[config.mk]
export PLATFORM = sky130hd
export DESIGN_NAME = fpnew_result_reorder
export DESIGN_NICKNAME = d
export VERILOG_FILES = /design/src/rtl/fpnew_pkg.sv /design/src/rtl/fpnew_result_reorder.sv
export SDC_FILE = /design/constraint.sdc
export NUM_CORES = 2
export LEC_CHECK = 0
export ABC_AREA = 1
export CAP_MARGIN = 10
export CORE_ASPECT_RATIO = 0.9
export CORE_MARGIN = 5
export CORE_UTILIZATION = 61
export DETAILED_ROUTE_END_ITERATION = 7
export HOLD_SLACK_MARGIN = 0.03
export PLACE_DENSITY = 0.8
export SETUP_SLACK_MARGIN = 0.3
export SKIP_CTS_REPAIR_TIMING = 1
export SYNTH_ARGS = -nofsm -noshare
export SYNTH_HDL_FRONTEND = slang
export SYNTH_SLANG_ARGS = --single-unit
[constraint.sdc]
create_clock -name clk_i -period 32 [get_ports clk_i]
set_input_delay 9.6 -clock clk_i [delete_from_list [all_inputs] [get_ports clk_i]]
set_output_delay 9.6 -clock clk_i [all_outputs]
set_load 0.01 [all_outputs]
[src/rtl/fpnew_pkg.sv]
// Shared FPU types: exception status flags and the reorder-buffer slot entry.
package fpnew_pkg;

    // Storage widths of a reorder slot; instances must not exceed them.
    localparam int unsigned FP_WIDTH  = 64;
    localparam int unsigned TAG_WIDTH = 8;

    typedef struct packed {
        logic NV;
        logic DZ;
        logic OF;
        logic UF;
        logic NX;
    } status_t;

    typedef struct packed {
        logic [FP_WIDTH-1:0]  result;
        status_t              status;
        logic                 ext_bit;
        logic [TAG_WIDTH-1:0] tag;
        logic                 allocated;
        logic                 done;
    } reorder_entry_t;

endpackage

[src/rtl/fpnew_result_reorder.sv]
// In-order retire buffer for out-of-order opgroup completions.
// Optional same-cycle head bypass enabled by defining FPNEW_REORDER_BYPASS_EN.
module fpnew_result_reorder
    import fpnew_pkg::*;
#(
    parameter int unsigned Width    = 64,
    parameter int unsigned Depth    = 8,
    parameter int unsigned TagWidth = 8
) (
    input  logic                     clk_i,
    input  logic                     rst_i,
    input  logic                     flush_i,
    input  logic                     alloc_valid_i,
    output logic                     alloc_ready_o,
    input  logic [TagWidth-1:0]      alloc_tag_i,
    output logic [$clog2(Depth)-1:0] alloc_id_o,
    input  logic                     cpl_valid_i,
    input  logic [$clog2(Depth)-1:0] cpl_id_i,
    input  logic [Width-1:0]         cpl_result_i,
    input  status_t                  cpl_status_i,
    input  logic                     cpl_ext_i,
    output logic                     cpl_err_o,
    output logic                     out_valid_o,
    input  logic                     out_ready_i,
    output logic [Width-1:0]         result_o,
    output status_t                  status_o,
    output logic                     extension_bit_o,
    output logic [TagWidth-1:0]      tag_o,
    output logic                     busy_o
);

    localparam int unsigned IdxW = $clog2(Depth);
    localparam int unsigned CntW = IdxW + 1;

    reorder_entry_t  slots_q [Depth];
    logic [IdxW-1:0] head_q;
    logic [IdxW-1:0] tail_q;
    logic [CntW-1:0] count_q;
    logic            cpl_err_q;

    reorder_entry_t  head_entry;
    logic            alloc_fire;
    logic            out_fire;
    logic            cpl_legal;
    logic            cpl_write;
    logic            bypass_take;

    assign head_entry    = slots_q[head_q];
    assign alloc_ready_o = (count_q < CntW'(Depth));
    assign alloc_id_o    = tail_q;
    assign alloc_fire    = alloc_valid_i & alloc_ready_o;
    assign cpl_legal     = cpl_valid_i & slots_q[cpl_id_i].allocated & ~slots_q[cpl_id_i].done;
    assign busy_o        = (count_q != '0);
    assign cpl_err_o     = cpl_err_q;

`ifdef FPNEW_REORDER_BYPASS_EN
    logic bypass_hit;

    assign bypass_hit = cpl_legal & (cpl_id_i == head_q);

    always_comb begin
        out_valid_o     = head_entry.allocated & head_entry.done;
        result_o        = Width'(head_entry.result);
        status_o        = head_entry.status;
        extension_bit_o = head_entry.ext_bit;
        tag_o           = TagWidth'(head_entry.tag);
        if (bypass_hit) begin
            out_valid_o     = 1'b1;
            result_o        = cpl_result_i;
            status_o        = cpl_status_i;
            extension_bit_o = cpl_ext_i;
        end
    end

    // A bypassed result taken by the consumer never lands in the slot.
    assign bypass_take = bypass_hit & out_ready_i;
`else
    always_comb begin
        out_valid_o     = head_entry.allocated & head_entry.done;
        result_o        = Width'(head_entry.result);
        status_o        = head_entry.status;
        extension_bit_o = head_entry.ext_bit;
        tag_o           = TagWidth'(head_entry.tag);
    end

    assign bypass_take = 1'b0;
`endif

    assign out_fire  = out_valid_o & out_ready_i;
    assign cpl_write = cpl_legal & ~bypass_take;

    always_ff @(posedge clk_i or posedge rst_i) begin
        if (rst_i) begin
            for (int unsigned i = 0; i < Depth; i++) begin
                slots_q[i] <= '0;
            end
            head_q    <= '0;
            tail_q    <= '0;
            count_q   <= '0;
            cpl_err_q <= 1'b0;
        end else begin
            cpl_err_q <= cpl_valid_i & ~cpl_legal & ~flush_i;
            if (flush_i) begin
                for (int unsigned i = 0; i < Depth; i++) begin
                    slots_q[i].allocated <= 1'b0;
                    slots_q[i].done      <= 1'b0;
                end
                head_q  <= '0;
                tail_q  <= '0;
                count_q <= '0;
            end else begin
                // Alloc (tail), completion (allocated, not done) and retire
                // (head, done) can never address the same slot in one cycle.
                if (alloc_fire) begin
                    slots_q[tail_q].allocated <= 1'b1;
                    slots_q[tail_q].done      <= 1'b0;
                    slots_q[tail_q].tag       <= TAG_WIDTH'(alloc_tag_i);
                    tail_q                    <= tail_q + 1'b1;
                end
                if (cpl_write) begin
                    slots_q[cpl_id_i].result  <= FP_WIDTH'(cpl_result_i);
                    slots_q[cpl_id_i].status  <= cpl_status_i;
                    slots_q[cpl_id_i].ext_bit <= cpl_ext_i;
                    slots_q[cpl_id_i].done    <= 1'b1;
                end
                if (out_fire) begin
                    slots_q[head_q] <= '0;
                    head_q          <= head_q + 1'b1;
                end
                case ({alloc_fire, out_fire})
                    2'b10:   count_q <= count_q + 1'b1;
                    2'b01:   count_q <= count_q - 1'b1;
                    default: count_q <= count_q;
                endcase
            end
        end
    end

endmodule

# Word level (Yosys, flattened, before mapping)
# Cells that the tools add are included.
# op_classes
magnitude_cmp	7
muxes	48
n_bitwise	15
n_reduce_logical	7
eq_ne	2
addsub	4
# ops
cell	count
bitwise mux 640 bit	7
two-way mux 640 bit	5
demux 80 bit (select 3 bit)	8
bitwise AND 640 bit	1
NOT 640 bit	1
binary-select mux 80 bit (select 3 bit)	2
two-way mux 80 bit	4
two-way mux 2 bit	11
two-way mux 16 bit	1
>= comparator 4 bit (second input constant)	3
less-than comparator 4 x 1 -> 1 bit (second input constant)	3
two-way mux 3 bit	4
NOT 3 -> 4 bit	3
two-way mux 11 bit	1
two-way mux 10 bit	1
one-hot mux 4 bit (2 select lines)	1
bitwise AND 1 bit	7
adder 3 x 1 -> 3 bit (second input constant)	2
adder 4 x 1 -> 4 bit (second input constant)	1
less-than comparator 4 bit (second input constant)	1
two-way mux 4 bit	1
nonzero test 2 bit	2
nonzero test 4 bit	1
subtractor 4 x 1 -> 4 bit (second input constant)	1
6 further kinds	11
# word_totals
input_bits	87
out_inout_bits	85
register_bits	651

# Logic depth before layout (Yosys ltp)
# logic_depth
ltp_word	19
mapped_depth	18
mapped_depth_nobuf	17

# Worst setup path after synthesis
# No wires, ideal clock.
# synth_path
path_kind	register to output
start	register head_q[0]
end	output result_o[52]
path_buffers	5
arrival_ns	1.916
stages_incl_launch_ff	9
t_required_ns	22.400
path_slack_ns	20.484
path_cell_list	dfrtp_1 buf_2 inv_2 buf_4 clkbuf_1 clkbuf_1 buf_1 nor2_1 o2111ai_1
# synth_via
elab_chain_cells	4
# synth_lines
element	line_no	rtl
start: declaration	fpnew_result_reorder.sv:36	logic [IdxW-1:0] head_q;
start signal: assignment	fpnew_result_reorder.sv:128	head_q <= head_q + 1'b1;
NOT 3 -> 4 bit (not written as such)	fpnew_result_reorder.sv:48	assign head_entry = slots_q[head_q];
binary-select mux 80 bit (select 3 bit)	fpnew_result_reorder.sv:48	
two-way mux 80 bit (not written as such) (2 in series)	fpnew_result_reorder.sv:48	
end: declaration	fpnew_result_reorder.sv:25	output logic [Width-1:0] result_o,
# No other way between the ends. The select of a mux whose other input is x is not followed.

# Final worst setup path
# layout_path
start	register head_q[0]
end	output out_valid_o
# layout_via
elab_chain_cells	5
# layout_lines
element	line_no	rtl
NOT 3 -> 4 bit (not written as such)	fpnew_result_reorder.sv:48	
binary-select mux 80 bit (select 3 bit)	fpnew_result_reorder.sv:48	
two-way mux 80 bit (not written as such) (2 in series)	fpnew_result_reorder.sv:48	
bitwise AND 1 bit	fpnew_result_reorder.sv:79	out_valid_o = head_entry.allocated & head_entry.done;
end: declaration	fpnew_result_reorder.sv:23	output logic out_valid_o,
# No other way between the ends. The select of a mux whose other input is x is not followed.

==> results summary <==
The count of clock tree sinks is 651. The layout overhead on the synthesized area is 11.7%. After detailed placement, the total cell area comes to 36000 µm². The startpoint identified for the worst hold timing path is slots_q[595]$_DFFE_PP0N_.

The final RePlAce weighted congestion came out at 0.848. The routed wire length on met3 came out at 13.2 mm. The number of register bits inferred by synthesis is 651. The total length of routed met2 wires came out at 51.4 mm.

The final setup TNS came out at 0 ps. In this run the worst hold path is classified as flip-flop to flip-flop. The final reports fail on DRC. Data on the critical path is required at its endpoint by 22400 ps.

The leakage power figure is 16.9 nW. The net count of the finished layout is 4574. In this run the power density over the cells is 59.7 nW/µm².

The H-tree was split into 3 levels. The maximum buffer depth of the clock tree is 3. OpenSTA, run right after detailed placement, puts the worst setup slack at 17670 ps. IR analysis of the VDD net gives a maximum drop of 0.0510 mV. The relative slew slack is 0.196.

TritonCTS built the clock tree. In this run the clock root is driven by a clkbuf_16. The number of antenna diodes in the final layout is 0.

The first-iteration detailed-routing DRC count is 4827. Once placement completed, the tool counted placed cells totaling 5168. The fraction of post-synthesis cell area in the top cell type by area came out at 0.475. The number of nets with antenna violations after routing came out at 0. The width of the die came out at 260 µm. The worst path in the final design needs a cycle of 14740 ps, including I/O delays and setup.

The wire length per cell after detailed routing came out at 21.6 µm. Setup violations remaining at the end of the flow were counted as 0. Across every metal layer, demand over resource in global routing totals 0.360.

The I/O pin count came out at 172. The mapped cell area is 34300 µm². The sequential-to-total area share from yosys stat is 0.475. Summed over all instances, the cell type with the most area after synthesis is dfrtp_1. Synthesis produced a netlist with a net count of 4648. The number of instances in the synthesized netlist is 4557. The via count of the routed design is 33800. The uppermost signal routing layer after detailed routing is met5. The number of buffers added on ports came out at 171. The floorplan core area is 55700 µm². The initial core utilization came out at 0.616.

The area used by multi-input combinational logic came out at 15700 µm². The critical path launch point type is a flip-flop. The pin slew with the least headroom to its limit is 1210 ps.

The fraction of power consumed by combinational cells came out at 0.174. Of the total power, the clock network draws 0.359. The final hold violation count came to 0.

In this run the critical register-to-register path is launched from head_q[0]$_DFFE_PP0P_. In this run the mean area of a mapped cell was 7.53 µm². The number of distinct library cells after synthesis is 34. The endpoint arrival time on the critical path is 5140 ps. The sequential cell area came out at 16300 µm².

The internal portion of total power is 1.62 mW. In the finished design, the share of the clock period the worst path needs comes to 0.461. The post-layout instance count excluding filler cells is 5286. Detailed placement ended at an HPWL of 59.7 mm. The via count of the first global-routing pass is 31800. STA classifies the critical path endpoint as an output port. Of the total power, the share spent switching nets is 0.294. The count of pins over their slew limit is 0.

Along the worst path, the maximum fanout reaches 131. The achievable clock frequency came out at 67.9 MHz. In this run the vertical extent of the chip is 235 µm.

The via count normalized by instance count came out at 6.40. The timing startpoint of the critical path is head_q[0]$_DFFE_PP0P_. The die covers 61100 µm². At the end of the flow the core is filled with cells to 0.687. The worst setup margin came out at 17260 ps. The number of enable-type register cells in the synthesized netlist is 0. The filler cell count in the final layout is 4524. Among all flip-flop cells after synthesis, the most frequent one is dfrtp_1.

The DRC violations left is 1. The run finished, with violations left. The routed wire length came out at 114 mm.

Setup repair after global routing left no endpoint under its margin. The number of warnings printed during yosys synthesis came out at 0. After synthesis, the share of flip-flops with an asynchronous set or reset is 1.00. The category of the most critical setup path is flip-flop to output port. In the post-synthesis netlist, the biggest area contributors are dfrtp_1, o21ai_0, nand2_1, nor2_1, o21ai_1. After clock tree synthesis, the clock-pin slew on the worst setup and hold paths is 60 ps. The maximum number of pins on one net before global-route repair is 203. The number of rows in the core area came out at 82. The max-capacitance violation count is 0.

The total congestion overflow after global routing came out at 0. The worst setup skew after layout is 20.1 ps. The clock insertion delay at the later pin of the skew report came out at 610 ps.

The initial antenna violation count is 2. The cell area after layout is 38300 µm². After detailed routing, the wire length on met1 is 45.0 mm.

The fraction of final layout cells sized beyond drive strength 1 is 0.0417. The first global-routing pass estimated 178 mm of wire. The register share of total power is 0.466. The total iterations of the first detailed-routing run came out at 8. In this run the power spent charging and discharging nets is 0.672 mW. TritonCTS created 69 clock buffers.
-- layout make-up --
| type | count | share of cell area |
|---|---|---|
| sequential | 651 | 0.425 |
| clock buffer | 103 | 0.0556 |
| clock inverter | 15 | 0.00418 |
| timing repair buffer | 210 | 0.0534 |
| tap | 756 | 0.0247 |
| inverter | 260 | 0.0260 |
| multi-input combinational | 3291 | 0.411 |
-- synth_stat cells (all sizes together), types with 2 or more instances --
library cell     n
o22ai          130
nand4            2
clkbuf         286
nand3           27
a21oi          172
o211ai          88
buf             69
dfrtp          651
ha               4
o2111ai         78
inv            259
nand2          913
nor2           595
o21a            69
o21ai         1182
nor3b           18
mux2i            8
-- power groups by stage --
stage / clock network (mW) / logic [mW] / registers, mW
floorplan: 0 / 0.268 / 1.05
CTS: 0.823 / 0.396 / 1.06
global placement: 0 / 0.377 / 1.07
global route: 0.860 / 0.448 / 1.08
finish: 0.822 / 0.399 / 1.07
detailed placement: 0 / 0.393 / 1.07
-- flip-flops by register name, indices dropped and copies added (netlist names) --
register / flops
alloc_id_o: 3
count_q: 4
cpl_err_o: 1
head_q: 3
slots_q: 640
-- through the flow --
step | power [mW] | hold WS, ps
final | 2.29 | 479
after global routing | 2.39 | 502
after CTS | 2.28 | 481
after detailed placement | 1.47 | 465
after global placement | 1.45 | 461
after floorplan | 1.32 | 449
-- final timing paths --
check | end | slack, ps | cells past startpoint
max | out_valid_o | 17260 | 10
min | slots_q[595]$_DFFE_PP0N_ | 480 | 2
max reg2reg | slots_q[441]$_DFFE_PP0N_ | 25490 | 16
min reg2reg | slots_q[595]$_DFFE_PP0N_ | 480 | 2
max in group asynchronous | slots_q[194]$_DFFE_PP0N_ | 20720 | 3
min in group asynchronous | slots_q[414]$_DFFE_PP0N_ | 9570 | 2
-- metal layers --
| metal | up-vias | track usage |
|---|---|---|
| met5 | - | 0 |
| met2 | 2121 | 0.549 |
| met4 | 4 | 0.146 |
| met1 | 16100 | 0.503 |
| li1 | 15200 | - |
| met3 | 379 | 0.0856 |
-- cells by family (layout without fill, tap and decap cells) --
kind of cell               Yosys count  count (layout)  synth area share
and+or+nand+nor                   1557            1557             0.175
muxes                                8               8           0.00233
AOI/OAI and AO/OA                 1721            1721             0.276
DFF                                651             651             0.475
xor gates and xnor gates             1               1          0.000255
buffers and inverters              615             588            0.0695
adders and majority gates            4               4           0.00146
-- critical path: stages, from the launching register on --
cell	delay, ps
dfrtp_4	740
inv_8	620
buf_4	970
buf_4	860
nand2_1	100
nand2_1	90
nand2_1	50
nand2_1	100
nor2_1	60
nor2_4	230
clkdlybuf4s50_1	590
-- cell usage in the layout, fill, tap and decap left out, drive strengths merged --
cell	netlist	layout
clkdlybuf4s50	0	170
clkinvlp	0	4
clkinv	1	9
a21oi	172	172
ha	4	4
nor3b	18	18
o31ai	1	1
o2111ai	78	78
nand3b	1	1
mux2i	8	8
clkbuf	286	103
nor3	1	1
o22ai	130	130
nand2	913	913
nand3	27	27
inv	259	259
o21ai	1182	1182
o21a	69	69
xor2	1	1
a211oi	1	1
nor2	595	595
buf	69	40
nand4	2	2
bufinv	0	3
o211ai	88	88
dfrtp	651	651
(Power assumes the default switching activity.)
